$ cat src/rtl/mul_if.sv
// Request/response bundle between the execute stage and the iterative multiplier.
// Signal set and handshake mirror the divide unit so the execute stage drives both alike.
interface mul_if;
   logic        enable;
   logic [31:0] rdata1;
   logic [31:0] rdata2;
   logic        mul;
   logic        mulh;
   logic        mulhsu;
   logic        mulhu;
   logic [31:0] result;
   logic        ready;

   modport master (
      output enable,
      output rdata1,
      output rdata2,
      output mul,
      output mulh,
      output mulhsu,
      output mulhu,
      input  result,
      input  ready
   );

   modport slave (
      input  enable,
      input  rdata1,
      input  rdata2,
      input  mul,
      input  mulh,
      input  mulhsu,
      input  mulhu,
      output result,
      output ready
   );
endinterface

$ cat src/rtl/mul.sv
// Iterative radix-2 shift-add 32x32 multiplier for RV32M MUL/MULH/MULHSU/MULHU.
// A 6-bit counter sequences capture (0), 32 add steps (1..32) and completion (33).
module mul (
   input  logic clk,
   input  logic rst,
   mul_if.slave bus
);

   localparam logic [5:0] CNT_IDLE = 6'd0;
   localparam logic [5:0] CNT_LAST = 6'd32;
   localparam logic [5:0] CNT_DONE = 6'd33;

   // Two's-complement magnitude of a 32-bit operand when it is treated as negative.
   function automatic logic [31:0] mag32(input logic [31:0] val, input logic neg);
      logic [31:0] res;
      if (neg) begin
         res = ~val + 32'd1;
      end else begin
         res = val;
      end
      return res;
   endfunction

   // Optional two's-complement negation of the full 64-bit product.
   function automatic logic [63:0] neg64(input logic [63:0] val, input logic neg);
      logic [63:0] res;
      if (neg) begin
         res = ~val + 64'd1;
      end else begin
         res = val;
      end
      return res;
   endfunction

   logic [5:0]  cnt_r,     cnt_s;
   logic [63:0] acc_r,     acc_s;
   logic [63:0] mcand_r,   mcand_s;
   logic [31:0] mplier_r,  mplier_s;
   logic        negativ_r, negativ_s;
   logic        op_hi_r,   op_hi_s;
   logic        ready_r,   ready_s;
   logic [31:0] result_r,  result_s;

   logic        signed1_s;
   logic        signed2_s;
   logic        neg1_s;
   logic        neg2_s;
   logic [31:0] mag1_s;
   logic [31:0] mag2_s;
   logic        any_op_s;
   logic [63:0] prod_s;

   // Operand sign handling for a request presented at the idle counter.
   always_comb begin
      signed1_s = bus.mulh | bus.mulhsu;
      signed2_s = bus.mulh;
      neg1_s    = signed1_s & bus.rdata1[31];
      neg2_s    = signed2_s & bus.rdata2[31];
      mag1_s    = mag32(bus.rdata1, neg1_s);
      mag2_s    = mag32(bus.rdata2, neg2_s);
      any_op_s  = bus.mul | bus.mulh | bus.mulhsu | bus.mulhu;
      prod_s    = neg64(acc_r, negativ_r);
   end

   // Counter-driven next-state: capture, shift-add steps and completion decode.
   always_comb begin
      cnt_s     = cnt_r;
      acc_s     = acc_r;
      mcand_s   = mcand_r;
      mplier_s  = mplier_r;
      negativ_s = negativ_r;
      op_hi_s   = op_hi_r;
      ready_s   = 1'b0;
      result_s  = 32'd0;

      case (cnt_r)
         CNT_IDLE: begin
            if (bus.enable) begin
               // mul wins over every high-half op, so any other set bit means the high word
               op_hi_s  = ~bus.mul;
               acc_s    = 64'd0;
               mcand_s  = {32'd0, mag1_s};
               mplier_s = mag2_s;
               if ((mag1_s == 32'd0) || (mag2_s == 32'd0) || !any_op_s) begin
                  negativ_s = 1'b0;
                  cnt_s     = CNT_DONE;
               end else begin
                  negativ_s = neg1_s ^ neg2_s;
                  cnt_s     = 6'd1;
               end
            end else begin
               cnt_s = CNT_IDLE;
            end
         end
         CNT_DONE: begin
            ready_s = 1'b1;
            if (op_hi_r) begin
               result_s = prod_s[63:32];
            end else begin
               result_s = prod_s[31:0];
            end
            cnt_s = CNT_IDLE;
         end
         default: begin
            if (cnt_r <= CNT_LAST) begin
               if (mplier_r[0]) begin
                  acc_s = acc_r + mcand_r;
               end else begin
                  acc_s = acc_r;
               end
               mcand_s  = {mcand_r[62:0], 1'b0};
               mplier_s = {1'b0, mplier_r[31:1]};
               cnt_s    = cnt_r + 6'd1;
            end else begin
               // Unreachable counter codes fall back to idle.
               cnt_s = CNT_IDLE;
            end
         end
      endcase
   end

   // State and registered outputs; asynchronous reset abandons any operation in flight.
   always_ff @(posedge clk or negedge rst) begin
      if (!rst) begin
         cnt_r     <= CNT_IDLE;
         acc_r     <= 64'd0;
         mcand_r   <= 64'd0;
         mplier_r  <= 32'd0;
         negativ_r <= 1'b0;
         op_hi_r   <= 1'b0;
         ready_r   <= 1'b0;
         result_r  <= 32'd0;
      end else begin
         cnt_r     <= cnt_s;
         acc_r     <= acc_s;
         mcand_r   <= mcand_s;
         mplier_r  <= mplier_s;
         negativ_r <= negativ_s;
         op_hi_r   <= op_hi_s;
         ready_r   <= ready_s;
         result_r  <= result_s;
      end
   end

   assign bus.ready  = ready_r;
   assign bus.result = result_r;

endmodule
$ cat src/flat_wrapper.sv
// flat-port wrapper written by rule: the top's interface ports become plain ports
module mul_flat 
  (clk, rst, bus_enable, bus_rdata1, bus_rdata2, bus_mul, bus_mulh, bus_mulhsu, bus_mulhu, bus_result, bus_ready);
  mul_if bus_i ();
  input  logic clk;
  input  logic rst;
  input wire logic [$bits(bus_i.enable)-1:0] bus_enable;
  input wire logic [$bits(bus_i.rdata1)-1:0] bus_rdata1;
  input wire logic [$bits(bus_i.rdata2)-1:0] bus_rdata2;
  input wire logic [$bits(bus_i.mul)-1:0] bus_mul;
  input wire logic [$bits(bus_i.mulh)-1:0] bus_mulh;
  input wire logic [$bits(bus_i.mulhsu)-1:0] bus_mulhsu;
  input wire logic [$bits(bus_i.mulhu)-1:0] bus_mulhu;
  output wire logic [$bits(bus_i.result)-1:0] bus_result;
  output wire logic [$bits(bus_i.ready)-1:0] bus_ready;
  assign bus_i.enable = bus_enable;
  assign bus_i.rdata1 = bus_rdata1;
  assign bus_i.rdata2 = bus_rdata2;
  assign bus_i.mul = bus_mul;
  assign bus_i.mulh = bus_mulh;
  assign bus_i.mulhsu = bus_mulhsu;
  assign bus_i.mulhu = bus_mulhu;
  assign bus_result = bus_i.result;
  assign bus_ready = bus_i.ready;
  mul u_core (.clk(clk), .rst(rst), .bus(bus_i));
endmodule
$ cat config.mk
export PLATFORM = sky130hd
export DESIGN_NAME = mul_flat
export DESIGN_NICKNAME = d
export VERILOG_FILES = /design/src/rtl/mul_if.sv /design/src/rtl/mul.sv /design/src/flat_wrapper.sv
export SDC_FILE = /design/constraint.sdc
export NUM_CORES = 1
export LEC_CHECK = 0
export CORE_ASPECT_RATIO = 0.9
export CORE_MARGIN = 4
export CORE_UTILIZATION = 65
export CTS_CLUSTER_DIAMETER = 80
export DETAILED_ROUTE_END_ITERATION = 10
export MAX_ROUTING_LAYER = met4
export PLACE_DENSITY = 0.87
export SETUP_SLACK_MARGIN = 0.3
export SLEW_MARGIN = 20
export SYNTH_ARGS = -nofsm -noshare
export SYNTH_HDL_FRONTEND = slang
export SYNTH_SLANG_ARGS = --single-unit
export TNS_END_PERCENT = 30
$ cat constraint.sdc
create_clock -name clk -period 7.6 [get_ports clk]
set_input_delay 1.14 -clock clk [delete_from_list [all_inputs] [get_ports clk]]
set_output_delay 1.14 -clock clk [all_outputs]
set_load 0.1 [all_outputs]
==> impl_results.md, run 1 <==
* Remaining DRCs at 0
* Dpl hpwl at 32400 um
* CTS Buffer Depth at 3
* Final Hold Vio Count at 0
* TritonCTS Buffers at 23
* Die ar. at 25400 um^2
* Comb pwr share at 0.507
* HP Class: flop to flop
* Synthesized flop and latch total at 201
* Pin count of the biggest net entering global routing at 112
* Sw Pwr at 3.03 mW
* Max-Cap Viols at 0
* Area Overhead vs Synth at 12.9%
* Die Span X at 168 um
* Post-cts hold buffer count at 0
* Async S/R FF share, synth at 1.00
* Crit share post-route at 0.593
* Fin nets at 2053
* Power Dens Cells at 381 nW/um^2
* I/O Buffers at 103
* Share of layout cells above drive strength 1 at 0.0410
* Final worst slack at 3.09 ns
* Worst slew margin at 0.286
* Count leader, synth: nand2_1
* Crit Path Class: flop to flop
* Most common library cells after synthesis: nand2_1 (286), o21ai_0 (240), dfrtp_1 (201)
* Clock Pin Slew Worst Setup and Hold Paths at 0.06 ns
* Worst Tran Pin Value at 1.06 ns
* Routability cong. at 0.995
* Switching part of the total at 0.474
* Synth warn at 0
* Diode count at 0
* Synth top area cells: dfrtp_1 (34%), o21ai_0 (8.1%), nand2_1 (7.2%)
* Row count at 52
* CP required at 7.97 ns
* WP data arrival at 4.87 ns
* Synth Flop Type: dfrtp_1
* Post-DR vias/cell at 6.52
* Internal Pwr Total at 3.37 mW
* Synth top area share at 0.338
* Cells after Synth at 1875
* Clock root buffer: clkbuf_16
* Worst Path Max Fanout at 7
* Worst Skew at 0.0218 ns
* Total GRT Usage at 0.349
* Remaining global-route overflow at 0
* WL per Instance at 19.8 um
* Ports at 104
* Clk_lat worst skew at 0.52 ns
* Post-synth EDFFs at 0
* Place WS at 2.75 ns
* Sequential power share at 0.311
* Clock share of power at 0.183
* Chip height at 152 um
* Post-CTS Setup Inserts at 0
* Via count at 14500
* Initial core utilization at 0.661
* DRT antenna net count at 0
* CTS tree: yes
* Fin crit period at 4.51 ns
* Unrepaired setup endpoints after global routing: false
* Synthesized area at 14900 um^2
* Seq/Total Area, Yosys at 0.338
* Peak supply drop at 0.000245 V
* Core area at 22500 um^2
* 1st-pass router iterations at 10
* Outcome: complete, no violations
* Total leakage power at 7.01 nW
* Global-route wire length before repair at 70800 um
* Yosys cell types at 74
* Clock sink total at 201
* Synth Area per Inst at 7.94 um^2
* Syn Nets at 2017
* # resized after CTS at 0
* DR iter-0 viols at 1660
* Slew Limit Fails at 0
* Vias in the first global route at 13500
* Final wirelength at 44000 um
* Setup crit end kind: flop
* Yosys top cell by area: dfrtp_1
* FMAX at 222 MHz
* Initial antenna violation count at 0
* Setup TNS at 0 ns
* Filler instances at 1777
* Final setup violation count at 0
* CP Launch Type: flop
* H-tree levels at 1
==> worst max-delay path, stage by stage (launching register included) <==
cell and delay (ns):
dfrtp_1 0.59, ha_1 0.37, a21o_1 0.19, a21o_1 0.18, a21oi_1 0.48, or3b_2 0.51
a2111oi_0 0.57, buf_4 0.24, o41ai_1 0.12, a21boi_0 0.55, o21ai_0 0.25, xnor2_1 0.19
o21ai_0 0.09
==> per-stage QoR <==
stage,cell area [um^2],util,hold WS (ns),power (mW),cells
2_1_floorplan,14900,-,0.445,4.22,1875
3_3_place_gp,16000,0.712,0.465,4.99,2183
3_5_place_dp,16000,0.712,0.470,5.12,2183
4_1_cts,16800,0.747,0.487,6.33,2224
5_1_grt,16800,0.747,0.510,6.85,2224
6_report,16800,0.747,0.480,6.40,2224
==> flip-flops by register name, summed over array words and instances, names as in the netlist <==
register,cells
u_core.mplier_r,32
u_core.negativ_r,1
u_core.bus.ready,1
u_core.acc_r,64
u_core.bus.result,32
u_core.mcand_r,64
u_core.cnt_r,6
u_core.op_hi_r,1
==> path summary, 6_finish.rpt <==
kind,from,to,slack [ns],depth (start not counted)
worst min register to register,u_core.mplier_r[19],u_core.mplier_r[19],0.48,2
worst max-delay path,u_core.acc_r[40],u_core.acc_r[55],3.09,12
worst max register to register,u_core.acc_r[40],u_core.acc_r[55],3.09,12
worst min-delay path,u_core.mplier_r[19],u_core.mplier_r[19],0.48,2
min in group asynchronous,rst,u_core.mcand_r[5],0.63,1
max in group asynchronous,rst,u_core.negativ_r,5.61,2
==> layer usage <==
layer  global-route usage  up-vias  routed length (um)
met5                    -        -                   0
met3               0.0534      135                3970
met4                0.110        0                1580
met2                0.532      701               19500
li1                     -     6826                   -
met1                0.485     6845               18900
==> kinds of logic after synthesis <==
kind of cell | after synthesis | synth area share
mux | 18 | 0.0122
compound gates | 631 | 0.257
xor+xnor | 171 | 0.101
buf+inv | 142 | 0.0364
fa+ha+maj | 71 | 0.0602
flops | 201 | 0.338
simple gates | 641 | 0.196
==> layout by cell type (no fill, tap or decap), types with 21 or more instances in the layout <==
cell type        synthesis  layout
nand2_1                286     286
o21ai_0                240     240
dfrtp_1                201     199
nor2_1                 157     155
a21oi_1                155     155
clkdlybuf4s50_1          0     102
xnor2_1                 88      88
xor2_1                  83      83
ha_1                    70      70
inv_1                   37      37
o31ai_1                 38      37
a21o_1                  33      33
nor3_1                  31      31
nand3_1                 25      25
a211oi_1                24      24
clkbuf_16                0      23
nand4_1                 22      22
or3_1                   21      21
==> layout make-up <==
class | count | area [um^2] | area share
multi-input combinational | 1532 | 9350 | 0.556
sequential | 201 | 5030 | 0.299
timing repair buffer | 116 | 1130 | 0.0673
clock buffer | 28 | 624 | 0.0371
tap | 297 | 372 | 0.0221
clock inverter | 13 | 171 | 0.0102
inverter | 37 | 139 | 0.00826
==> power by group through the flow <==
stage / Combinational, mW / Sequential [mW] / Clock, mW
after CTS: 3.19 / 1.96 / 1.18
final: 3.24 / 1.99 / 1.17
after global routing: 3.60 / 2.02 / 1.22
after floorplan: 2.52 / 1.70 / 0
after global placement: 3.04 / 1.95 / 0
after detailed placement: 3.15 / 1.97 / 0
Power figures use the tool's default switching activity.
==> run 2, diff against run 1 <==
- CORE_UTILIZATION: 65 -> 55
- PLACE_DENSITY: 0.87 -> 0.78
- clock period: 7.6 -> 3.7 ns (I/O delays scaled with it)
==> run 2 against run 1 <==
Net effect:
- cell area increased by 10%
- largest power group unchanged
- power increased by 120%
- combinational power increased by 140%
- critical path depth decreased by 1
- sequential cell count unchanged
- core utilization decreased by 4.3 points
- final cell count increased by 8.9%
- wire length increased by 4.7%
- hold slack got worse by 0.39 ns
- clock power increased by 120%
- die area increased by 17%
- largest cell class unchanged
==> impl_results.md, run 2 (synthesis results as in run 1) <==
* Outcome: complete, no violations
* Utilization after layout at 0.704 (-0.0429)
* Initial antenna violation count at 1 (+1)
* Crit-path cells: or4_4, or3_4, or3_4, or4_4, buf_6, nor2_1, nand2_1, or2_4, o21ai_0, xor2_1, a21oi_1
* Post-DR vias/cell at 6.19 (-5.1%)
* Post-cts hold buffer count at 0 (unchanged)
* Via count at 15000 (+3.4%)
* Total leakage power at 7.99 nW (+14%)
* CP required at 4.03 ns (-3.94 ns)
* Final Hold Vio Count at 0 (unchanged)
* HP Class: input port to async pin
* Routability cong. at 1.02 (+2.9%)
* Clock root buffer: clkbuf_16
* Row count at 56 (+7.7%)
* Vias in the first global route at 13700 (+1.1%)
* Clk_lat worst skew at 0.53 ns (about the same)
* Multi-input logic area at 9810 um^2 (+5.0%)
* Worst slew margin at 0.210 (-0.0765)
* Commonest non-fill, non-tap cell in the layout: nand2_1
* Clock share of power at 0.179 (-0.004)
* Sw Pwr at 6.63 mW (+120%)
* Filler instances at 2144 (+21%)
* I/O Buffers at 103 (unchanged)
* Dpl hpwl at 34100 um (+5.2%)
* CP max-delay cell: or4_4
* Final setup violation count at 0 (unchanged)
* Diode count at 0 (unchanged)
* Max-Cap Viols at 0 (unchanged)
* Remaining DRCs at 0 (unchanged)
* WHS at 0.0888 ns (-0.391 ns)
* Peak supply drop at 0.000742 V (+200%)
* Total GRT Usage at 0.304 (-0.0443)
* FF+latch area at 5030 um^2 (unchanged)
* Worst Tran Pin Value at 1.19 ns (+0.129 ns)
* Final std cells w/o fill at 2422 (+8.9%)
* Most frequent cells in the layout: nand2_1 (285), o21ai_0 (227), dfrtp_1 (197)
* Core area at 26300 um^2 (+17%)
* Crit share post-route at 0.918 (+0.325)
* Pin count of the biggest net entering global routing at 107 (-4.5%)
* Sequential power share at 0.268 (-0.043)
* Worst Path Max Fanout at 4 (-3)
* Comb pwr share at 0.553 (+0.046)
* Switching part of the total at 0.463 (-0.0110)
* Die ar. at 29800 um^2 (+17%)
* Unrepaired setup endpoints after global routing: true
* 1st-pass router iterations at 6 (-4)
* Share of layout cells above drive strength 1 at 0.144 (+0.103)
* DR iter-0 viols at 1483 (-11%)
* CP startpoint: u_core.acc_r[26]
* Die Span X at 181 um (+8.3%)
* Final wirelength at 46100 um (+4.7%)
* CTS Buffer Depth at 3 (unchanged)
* Slew Limit Fails at 0 (unchanged)
* Setup crit end kind: flop
* Fin nets at 2198 (+7.1%)
* CP peak stage delay at 0.51 ns (-0.08 ns)
* Fin crit period at 3.40 ns (-1.11 ns)
* Internal Pwr Total at 7.69 mW (+130%)
* Global-route wire length before repair at 72800 um (+2.7%)
* Clock Pin Slew Worst Setup and Hold Paths at 0.06 ns (about the same)
* Area Overhead vs Synth at 24.6%
* Clock sink total at 201 (unchanged)
* WL per Instance at 19.0 um (-3.8%)
* Origin of the critical flop-to-flop path: u_core.acc_r[26]
* WP data arrival at 3.73 ns (-1.14 ns)
* Worst Skew at 0.0106 ns (-0.0112 ns)
* CTS tree: yes
* H-tree levels at 1 (unchanged)
* Ports at 104 (unchanged)
* Initial core utilization at 0.565 (-0.0963)
* FMAX at 294 MHz (+33%)
* CP Launch Type: flop
* Crit Path Class: flop to flop
* Chip height at 164 um (+8.2%)
* Placed insts at 2363 (+8.2%)
* Remaining global-route overflow at 0 (unchanged)
* Top Registers: u_core.acc_r (64), u_core.mcand_r (64)
* TritonCTS Buffers at 24 (+4.3%)
* DRT antenna net count at 0 (unchanged)
* Power Dens Cells at 772 nW/um^2 (+100%)
[run 2: changes by cell type in the layout (fill, tap and decap cells not counted), moves of 6 or more]
| cell | delta |
|---|---|
| a21oi_2 | +7 |
| or4_4 | +6 |
| o21ai_0 | -13 |
| o21ai_2 | +7 |
| o41ai_1 | -6 |
| ha_2 | +6 |
| ha_4 | +7 |
| or4_1 | -6 |
| clkdlybuf4s50_1 | -12 |
| a21oi_1 | -7 |
| o21ai_1 | +6 |
| dlymetal6s2s_1 | +12 |
| ha_1 | -13 |
| buf_4 | +141 |
[run 2: path summary, 6_finish.rpt]
check,slack [ns],end,cells past startpoint
min in group clk,0.48,u_core.mplier_r[22],1
max in group asynchronous,2.74,u_core.bus.result[8],2
hold reg to reg,0.48,u_core.mplier_r[22],1
setup reg to reg,0.30,u_core.bus.result[24],11
setup / recovery,0.30,u_core.bus.result[24],11
hold / removal,0.09,u_core.mplier_r[12],1
[run 2: final cells by class]
cell class / instances / area share
clock buffer: 30 / 0.0364
clock inverter: 14 / 0.0101
inverter: 37 / 0.00749
multi-input combinational: 1532 / 0.529
sequential: 201 / 0.271
tap: 348 / 0.0235
timing repair buffer: 260 / 0.122
[run 2: worst max-delay path: cells and delay by family, from the launching register on]
family | cells | cell delay (ns)
AOI/OAI and AO/OA | 2 | 0.30
xor gates and xnor gates | 1 | 0.18
buffers and inverters | 1 | 0.14
DFF | 1 | 0.45
and+or+nand+nor | 7 | 2.14
[run 2: stage by stage]
step | power (mW) | setup slack [ns] | setup TNS (ns) | cell area [um^2]
floorplan | 8.66 | 0.254 | 0 | 14900
global placement | 10.9 | -0.192 | -0.370 | 17100
detailed placement | 11.0 | -0.270 | -0.522 | 17100
CTS | 13.7 | 0.203 | 0 | 18000
global route | 15.3 | 0.152 | 0 | 18600
finish | 14.3 | 0.303 | 0 | 18600
[run 2: power by group through the flow]
| stage | combinational [mW] | sequential (mW) | clock (mW) |
|---|---|---|---|
| finish | 7.92 | 3.84 | 2.56 |
| global route | 8.72 | 3.93 | 2.69 |
| CTS | 7.34 | 3.77 | 2.59 |
| detailed placement | 7.23 | 3.79 | 0 |
| global placement | 7.08 | 3.77 | 0 |
| floorplan | 5.17 | 3.49 | 0 |
[run 2: per-layer routing]
layer  track usage  vias up  part of all wire
met5             -        -                 0
met4        0.0648        0             0.022
met3        0.0523       76             0.080
met2         0.452      555              0.44
met1         0.442     7237              0.46
li1              -     7127                 -
[run 2: timing repair]
item                                    CTS  global route
buffers inserted                          2            13
endpoints found under the hold margin     0             0
pin swaps                                 0            37
cloned                                    0             0
endpoints found under the setup margin   26            48
gates resized for setup                  14           106
